--- src/rtl/rffp_conv_sched_if.sv ---
// Requester/consumer bundle for the shared RFFP->FP conversion scheduler.
// The slave side is the scheduler and the master side is the surrounding lanes.
interface rffp_conv_sched_if #(
  parameter int NUM_REQ = 4,
  parameter int IN_W    = 15,
  parameter int OUT_W   = 16,
  parameter int ID_W    = 2
);
  logic [NUM_REQ-1:0]      in_valid;
  logic [NUM_REQ*IN_W-1:0] in_data;
  logic [NUM_REQ-1:0]      in_ready;
  logic                    out_valid;
  logic [OUT_W-1:0]        out_data;
  logic [ID_W-1:0]         out_id;
  logic                    out_ready;
  logic                    busy;
  logic [15:0]             done_count;

  modport master (
    output in_valid, in_data, out_ready,
    input  in_ready, out_valid, out_data, out_id, busy, done_count
  );

  modport slave (
    input  in_valid, in_data, out_ready,
    output in_ready, out_valid, out_data, out_id, busy, done_count
  );
endinterface

--- src/rtl/rffp_conv_sched.sv ---
// Round-robin scheduler sharing one RFFP->FP converter among NUM_REQ requesters.
// Two register stages: S1 holds the granted word, S2 holds the converted result.
module rffp_conv_sched #(
  parameter int NUM_REQ        = 4,
  parameter int EXP_WIDTH      = 8,
  parameter int MAN_WIDTH      = 7,
  parameter int RFFP_EXP       = 6,
  parameter int RFFP_MAN_WIDTH = 8,
  parameter int ID_W           = $clog2(NUM_REQ)
) (
  input  logic               clk,
  input  logic               rst_n,
  rffp_conv_sched_if.slave   bus
);
  localparam int IN_W    = RFFP_EXP + RFFP_MAN_WIDTH + 1;
  localparam int OUT_W   = EXP_WIDTH + MAN_WIDTH + 1;
  localparam int LZ_W    = $clog2(RFFP_MAN_WIDTH + 1);
  localparam int EXP_OFS = 76;

  // Exponent is rebased by the leading-zero count; the mantissa field is passed through unshifted.
  function automatic logic [OUT_W-1:0] rffp_to_fp(input logic [IN_W-1:0] w);
    logic                      sgn;
    logic [RFFP_EXP-1:0]       e;
    logic [RFFP_MAN_WIDTH-1:0] m;
    logic [LZ_W-1:0]           lz;
    logic [EXP_WIDTH-1:0]      ex;
    logic                      found;
    {sgn, e, m} = w;
    lz    = '0;
    found = 1'b0;
    for (int i = RFFP_MAN_WIDTH - 1; i >= 0; i--) begin
      if (!found) begin
        if (m[i]) found = 1'b1;
        else      lz    = lz + LZ_W'(1);
      end
    end
    if (m == '0) lz = '0;
    ex = EXP_WIDTH'(e) - EXP_WIDTH'(lz) + EXP_WIDTH'(EXP_OFS);
    if (e == '0 || m == '0) ex = '0;
    return {sgn, ex, m[MAN_WIDTH-1:0]};
  endfunction

  logic               s1_valid;
  logic [IN_W-1:0]    s1_data;
  logic [ID_W-1:0]    s1_id;
  logic               s2_valid;
  logic [OUT_W-1:0]   s2_data;
  logic [ID_W-1:0]    s2_id;
  logic [ID_W-1:0]    rr_ptr;
  logic [15:0]        done_cnt;

  logic               s2_free;
  logic               s1_free;
  logic               gnt_found;
  logic [ID_W-1:0]    gnt_idx;
  logic [ID_W-1:0]    cand;
  logic [ID_W-1:0]    rr_next;
  logic [NUM_REQ-1:0] in_ready_c;
  logic               accept;

  assign s2_free = !s2_valid || bus.out_ready;
  assign s1_free = !s1_valid || s2_free;

  // Search starts at rr_ptr and wraps, so the last winner becomes lowest priority.
  always_comb begin
    gnt_found = 1'b0;
    gnt_idx   = '0;
    cand      = '0;
    for (int k = 0; k < NUM_REQ; k++) begin
      cand = ID_W'((int'(rr_ptr) + k) % NUM_REQ);
      if (!gnt_found && bus.in_valid[cand]) begin
        gnt_found = 1'b1;
        gnt_idx   = cand;
      end
    end
  end

  always_comb begin
    in_ready_c = '0;
    if (rst_n && gnt_found) in_ready_c[gnt_idx] = s1_free;
  end

  assign accept  = gnt_found && s1_free;
  assign rr_next = (gnt_idx == ID_W'(NUM_REQ - 1)) ? '0 : gnt_idx + ID_W'(1);

  // S1 / S2 control, rotation pointer and handshake counter
  always_ff @(posedge clk or negedge rst_n) begin
    if (!rst_n) begin
      s1_valid <= 1'b0;
      s2_valid <= 1'b0;
      s2_data  <= '0;
      s2_id    <= '0;
      rr_ptr   <= '0;
      done_cnt <= '0;
    end else begin
      if (accept) begin
        s1_valid <= 1'b1;
        rr_ptr   <= rr_next;
      end else if (s2_free) begin
        s1_valid <= 1'b0;
      end
      if (s2_free) begin
        s2_valid <= s1_valid;
        if (s1_valid) begin
          s2_data <= rffp_to_fp(s1_data);
          s2_id   <= s1_id;
        end
      end
      if (s2_valid && bus.out_ready) done_cnt <= done_cnt + 16'd1;
    end
  end

  // S1 payload
  always_ff @(posedge clk) begin
    if (accept) begin
      s1_data <= bus.in_data[gnt_idx*IN_W +: IN_W];
      s1_id   <= gnt_idx;
    end
  end

  assign bus.in_ready   = in_ready_c;
  assign bus.out_valid  = s2_valid;
  assign bus.out_data   = s2_data;
  assign bus.out_id     = s2_id;
  assign bus.busy       = s1_valid | s2_valid;
  assign bus.done_count = done_cnt;
endmodule

--- src/flat_wrapper.sv ---
// flat-port wrapper written by rule: the top's interface ports become plain ports
module rffp_conv_sched_flat 
#(
  parameter int NUM_REQ        = 4,
  parameter int EXP_WIDTH      = 8,
  parameter int MAN_WIDTH      = 7,
  parameter int RFFP_EXP       = 6,
  parameter int RFFP_MAN_WIDTH = 8,
  parameter int ID_W           = $clog2(NUM_REQ)
)
  (clk, rst_n, bus_in_valid, bus_in_data, bus_out_ready, bus_in_ready, bus_out_valid, bus_out_data, bus_out_id, bus_busy, bus_done_count);
  rffp_conv_sched_if #(.NUM_REQ(NUM_REQ), .IN_W((15)), .OUT_W((16)), .ID_W(ID_W)) bus_i ();
  input  logic clk;
  input  logic rst_n;
  input wire logic [$bits(bus_i.in_valid)-1:0] bus_in_valid;
  input wire logic [$bits(bus_i.in_data)-1:0] bus_in_data;
  input wire logic [$bits(bus_i.out_ready)-1:0] bus_out_ready;
  output wire logic [$bits(bus_i.in_ready)-1:0] bus_in_ready;
  output wire logic [$bits(bus_i.out_valid)-1:0] bus_out_valid;
  output wire logic [$bits(bus_i.out_data)-1:0] bus_out_data;
  output wire logic [$bits(bus_i.out_id)-1:0] bus_out_id;
  output wire logic [$bits(bus_i.busy)-1:0] bus_busy;
  output wire logic [$bits(bus_i.done_count)-1:0] bus_done_count;
  assign bus_i.in_valid = bus_in_valid;
  assign bus_i.in_data = bus_in_data;
  assign bus_i.out_ready = bus_out_ready;
  assign bus_in_ready = bus_i.in_ready;
  assign bus_out_valid = bus_i.out_valid;
  assign bus_out_data = bus_i.out_data;
  assign bus_out_id = bus_i.out_id;
  assign bus_busy = bus_i.busy;
  assign bus_done_count = bus_i.done_count;
  rffp_conv_sched #(.NUM_REQ(NUM_REQ), .EXP_WIDTH(EXP_WIDTH), .MAN_WIDTH(MAN_WIDTH), .RFFP_EXP(RFFP_EXP), .RFFP_MAN_WIDTH(RFFP_MAN_WIDTH), .ID_W(ID_W)) u_core (.clk(clk), .rst_n(rst_n), .bus(bus_i));
endmodule
--- config.mk ---
export PLATFORM = sky130hd
export DESIGN_NAME = rffp_conv_sched_flat
export DESIGN_NICKNAME = d
export VERILOG_FILES = /design/src/rtl/rffp_conv_sched_if.sv /design/src/rtl/rffp_conv_sched.sv /design/src/flat_wrapper.sv
export SDC_FILE = /design/constraint.sdc
export NUM_CORES = 1
export LEC_CHECK = 0
export BUFFER_PORTS_ARGS = -buffer_cell sky130_fd_sc_hd__buf_4
export CAP_MARGIN = 20
export CORE_MARGIN = 3
export CORE_UTILIZATION = 40
export DETAILED_ROUTE_END_ITERATION = 10
export PLACE_DENSITY = 0.75
export SLEW_MARGIN = 20
export SYNTH_ARGS = -nofsm -noshare
export SYNTH_HDL_FRONTEND = slang
export SYNTH_SLANG_ARGS = --single-unit
--- constraint.sdc ---
create_clock -name clk -period 6 [get_ports clk]
set_clock_uncertainty 0.1 [all_clocks]
set_input_delay 0 -clock clk [delete_from_list [all_inputs] [get_ports clk]]
set_output_delay 0 -clock clk [all_outputs]
set_load 0.05 [all_outputs]
==> implementation parameters <==
Parameter                              Value

Place
  Post-detailed-placement cell area ... 4150 sq um
  Dpl cells ... 487
  Pre-CTS setup slack ... 1.46 ns
  HPWL after detailed placement ... 5470 um
  PortBufs ... 106
  Routability cong. ... 0.777

Final layout
  Number of cells in the finished layout apart from fillers ... 534
  Total Nets Final ... 513
  Diodes inserted ... 0
  Fraction of layout instances using a drive strength above 1 ... 31.5%
  Area growth from synthesis to layout ... 44.2%
  Post-route cell area ... 4640 sq um
  Layout Utilization ... 59.8%

Die
  Core area ... 7770 sq um
  # IOs ... 107
  Horizontal die dimension ... 95.7 um
  Initial standard-cell utilization of the core ... 41.5%
  Area of the die ... 9170 sq um
  Floorplan row count ... 32
  Die H ... 95.7 um

Logic synthesis
  Post-Synthesis Cells ... 284
  Sequential cell area fraction in the yosys report ... 45.4%
  Top cells by area in the synthesized netlist ... sky130_fd_sc_hd__dfrtp_1, sky130_fd_sc_hd__edfxtp_1, sky130_fd_sc_hd__mux2i_1
  Post-synth ARST share ... 69.1%
  Netlist area before placement ... 3220 sq um
  Average cell area after synthesis ... 11.3 sq um
  Unique cell type count in the Yosys netlist ... 51
  Top cell type's share of synthesized area ... 29.5%
  Ys flop type ... sky130_fd_sc_hd__dfrtp_1
  Top cell types by occurrence after synthesis ... sky130_fd_sc_hd__mux2i_1, sky130_fd_sc_hd__dfrtp_1, sky130_fd_sc_hd__nand2_1
  Syn Nets ... 366
  Yosys warnings ... 0
  Count of flip-flops with a built-in enable after synthesis ... 17
  FF+latch count, synth ... 55
  Area leader, netlist ... sky130_fd_sc_hd__dfrtp_1
  Most frequent cell after synthesis ... sky130_fd_sc_hd__mux2i_1

STA
  Worst relative slew slack ... 50.3%
  Final Worst Setup Slack ... 1.44 ns
  Worst hold slack ... -0.00101 ns
  Hold violation count in the final report ... 2
  Transition time at the pin with the least slew margin ... 0.744 ns
  Final Cycle Share ... 76.0%
  Setup tns final ... 0 ns
  Shortest clock period the worst path allows after layout ... 4.56 ns
  Final-report max-slew violation count ... 0
  Setup repair after global routing missed its margin ... false
  Maximum clock rate ... 219 MHz
  Count of final setup violators ... 0

Detailed routing
  First DRT Iteration DRCs ... 195
  WL final ... 7500 um
  Average vias per placed instance ... 5.09
  Remaining antenna violation count ... 0
  WL/cell ... 14.0 um
  Via Count ... 2720
  Number of detailed-route iterations in the first pass ... 4
  Number of remaining DRC errors ... 0

GRT
  Global-route wire length before repair ... 12500 um
  Vias in the first global route ... 2674
  Congestion Overflow GR ... 0
  Maximum number of pins on one net before global-route repair ... 43
  Overall global routing resource usage ... 17.2%
  Initial antenna violation count ... 0

CTS
  Count of clock tree sinks ... 55
  Clock tree from TritonCTS ... yes
  Clock latency at the later pin of the worst-skew pair ... 0.31 ns
  Clk buf depth ... 2
  Number of levels in the clock H-tree ... 2
  Number of buffers created by CTS ... 5
  Number of buffers inserted to repair setup after CTS ... 0
  Post-CTS clock slew at the launch and capture registers of the worst setup and hold paths ... 0.10 ns
  Root Driver ... sky130_fd_sc_hd__clkbuf_8

Critical path
  Required time of the critical path ... 6.10 ns
  Reg2reg setup slack ... 1.44 ns
  Highest fanout seen on the critical path ... 7
  R2R cell count ... 14
  Crit Reg-Reg Startpoint ... u_core.s1_data[7]
  Type of origin of the critical path ... flop
  Setup crit end kind ... flop
  WS Path Type ... flop to flop
  End of the worst register-to-register path ... u_core.bus.out_data[12]
  Arrival time of data at the critical path endpoint ... 4.66 ns

Outcome
  Violations in the final reports ... negative hold slack
  Outcome ... finished with violations

Power
  Internal power consumption ... 1.03 mW
  Part of the total power dissipated in sequential elements ... 32.9%
  Proportion of total power due to net switching ... 43.2%
  PD cells ... 391 nW/um^2
  Leakage ... 2.19 nW
  Proportion of power drawn by the clock network ... 12.2%
  Peak supply drop ... 0.164 mV
  Overall power consumption ... 1.82 mW
  Net switching power ... 0.784 mW
  Combinational share of power ... 54.9%

Worst hold path
  Number of cells traversed by the worst hold path ... 3
  Sink of the worst hold path ... u_core.s1_data[6]
  Tightest Hold Check Type ... input port to flop
  Hold path startpoint ... bus_in_data[6]

Flow run
  Max cap viols ... 0
==> power by group through the flow <==
stage                     Sequential (mW)  Clock (mW)  Combinational [mW]
after floorplan                     0.821           0               0.428
after global placement              0.601           0               0.899
after detailed placement            0.607           0               0.920
after CTS                           0.599       0.230               0.997
after global routing                0.615       0.249                1.08
final                               0.597       0.222               0.997
==> final cells by class <==
class                   count  area (sq um)
fillers                   660          3120
multi-input cells         213          1720
flip-flops and latches     55          1460
repair buffers            146          1190
well taps                 102           128
clock buffers               6          82.6
inverters                  10          37.5
clock inverters             2          17.5
==> per-layer routing <==
metal  routed length, um  share of wire [%]  global-route usage (%)  vias up
li1                    -                  -                       -     1335
met3                 552                7.4                    3.83        9
met2                3580                 48                    28.4       97
met4                  97                1.3                    4.86        0
met5                   0                  0                       0        -
met1                3270                 44                    22.6     1279
==> cell usage in the layout (no fill, tap or decap), drive strengths merged, types with 3 or more instances in the layout <==
| cell | n |
|---|---|
| xnor2 | 16 |
| buf | 107 |
| nand2 | 22 |
| clkbuf | 6 |
| or3 | 4 |
| mux2 | 10 |
| nor2b | 4 |
| inv | 12 |
| o21ai | 10 |
| xor2 | 4 |
| dfrtp | 38 |
| nand2b | 5 |
| nand4 | 4 |
| a22o | 3 |
| ha | 14 |
| and3 | 8 |
| nand3 | 4 |
| nor2 | 12 |
| edfxtp | 17 |
| mux2i | 48 |
| a21oi | 12 |
| dlygate4sd3 | 39 |
==> state kept, by name, summed over array words and instances (netlist names) <==
name	count
u_core.bus.done_count	16
u_core.bus.out_data	16
u_core.s1_data	15
u_core.bus.out_id	2
u_core.rr_ptr	2
u_core.s1_id	2
u_core.bus.out_valid	1
u_core.s1_valid	1
==> worst max-delay path by stage <==
stage	start	end	cells past startpoint
6_report	u_core.s1_data[7]	u_core.bus.out_data[12]	14
5_1_grt	u_core.s1_data[7]	u_core.bus.out_data[13]	14
4_1_cts	u_core.s1_data[7]	u_core.bus.out_data[12]	14
3_5_place_dp	u_core.s1_data[5]	u_core.bus.out_data[12]	14
3_3_place_gp	u_core.s1_data[5]	u_core.bus.out_data[12]	14
2_1_floorplan	u_core.s1_data[5]	u_core.bus.out_data[12]	14
==> worst max-delay path, stage by stage, from the launching register on <==
cell and delay [ns]:
sky130_fd_sc_hd__edfxtp_1 0.46, sky130_fd_sc_hd__nor2_1 0.26, sky130_fd_sc_hd__ha_1 0.29, sky130_fd_sc_hd__o31a_1 0.24, sky130_fd_sc_hd__ha_1 0.18, sky130_fd_sc_hd__nor2b_1 0.13
sky130_fd_sc_hd__xnor2_1 0.16, sky130_fd_sc_hd__or2_2 0.31, sky130_fd_sc_hd__or4_1 0.48, sky130_fd_sc_hd__ha_1 0.42, sky130_fd_sc_hd__and2_4 0.21, sky130_fd_sc_hd__a311oi_4 0.33
sky130_fd_sc_hd__xnor2_1 0.22, sky130_fd_sc_hd__or3_1 0.40, sky130_fd_sc_hd__a32o_1 0.25
==> logic make-up after synthesis <==
group,count (synthesis),share of synthesized area [%]
multiplexers,58,18.4
AND/OR/NAND/NOR,75,12.5
adder cells (fa/ha/maj),15,6.06
XOR/XNOR,20,5.44
flip-flops,55,45.4
AO/OA/AOI/OAI,45,10.2
buffers and inverters,16,2.02
==> repair_timing <==
item / in CTS / in global routing
hold endpoints to repair: 54 / 0
hold buffers: 39 / 0
setup endpoints to repair: 0 / 0
gates resized for setup: 0 / 0
Power figures use the tool's default switching activity.
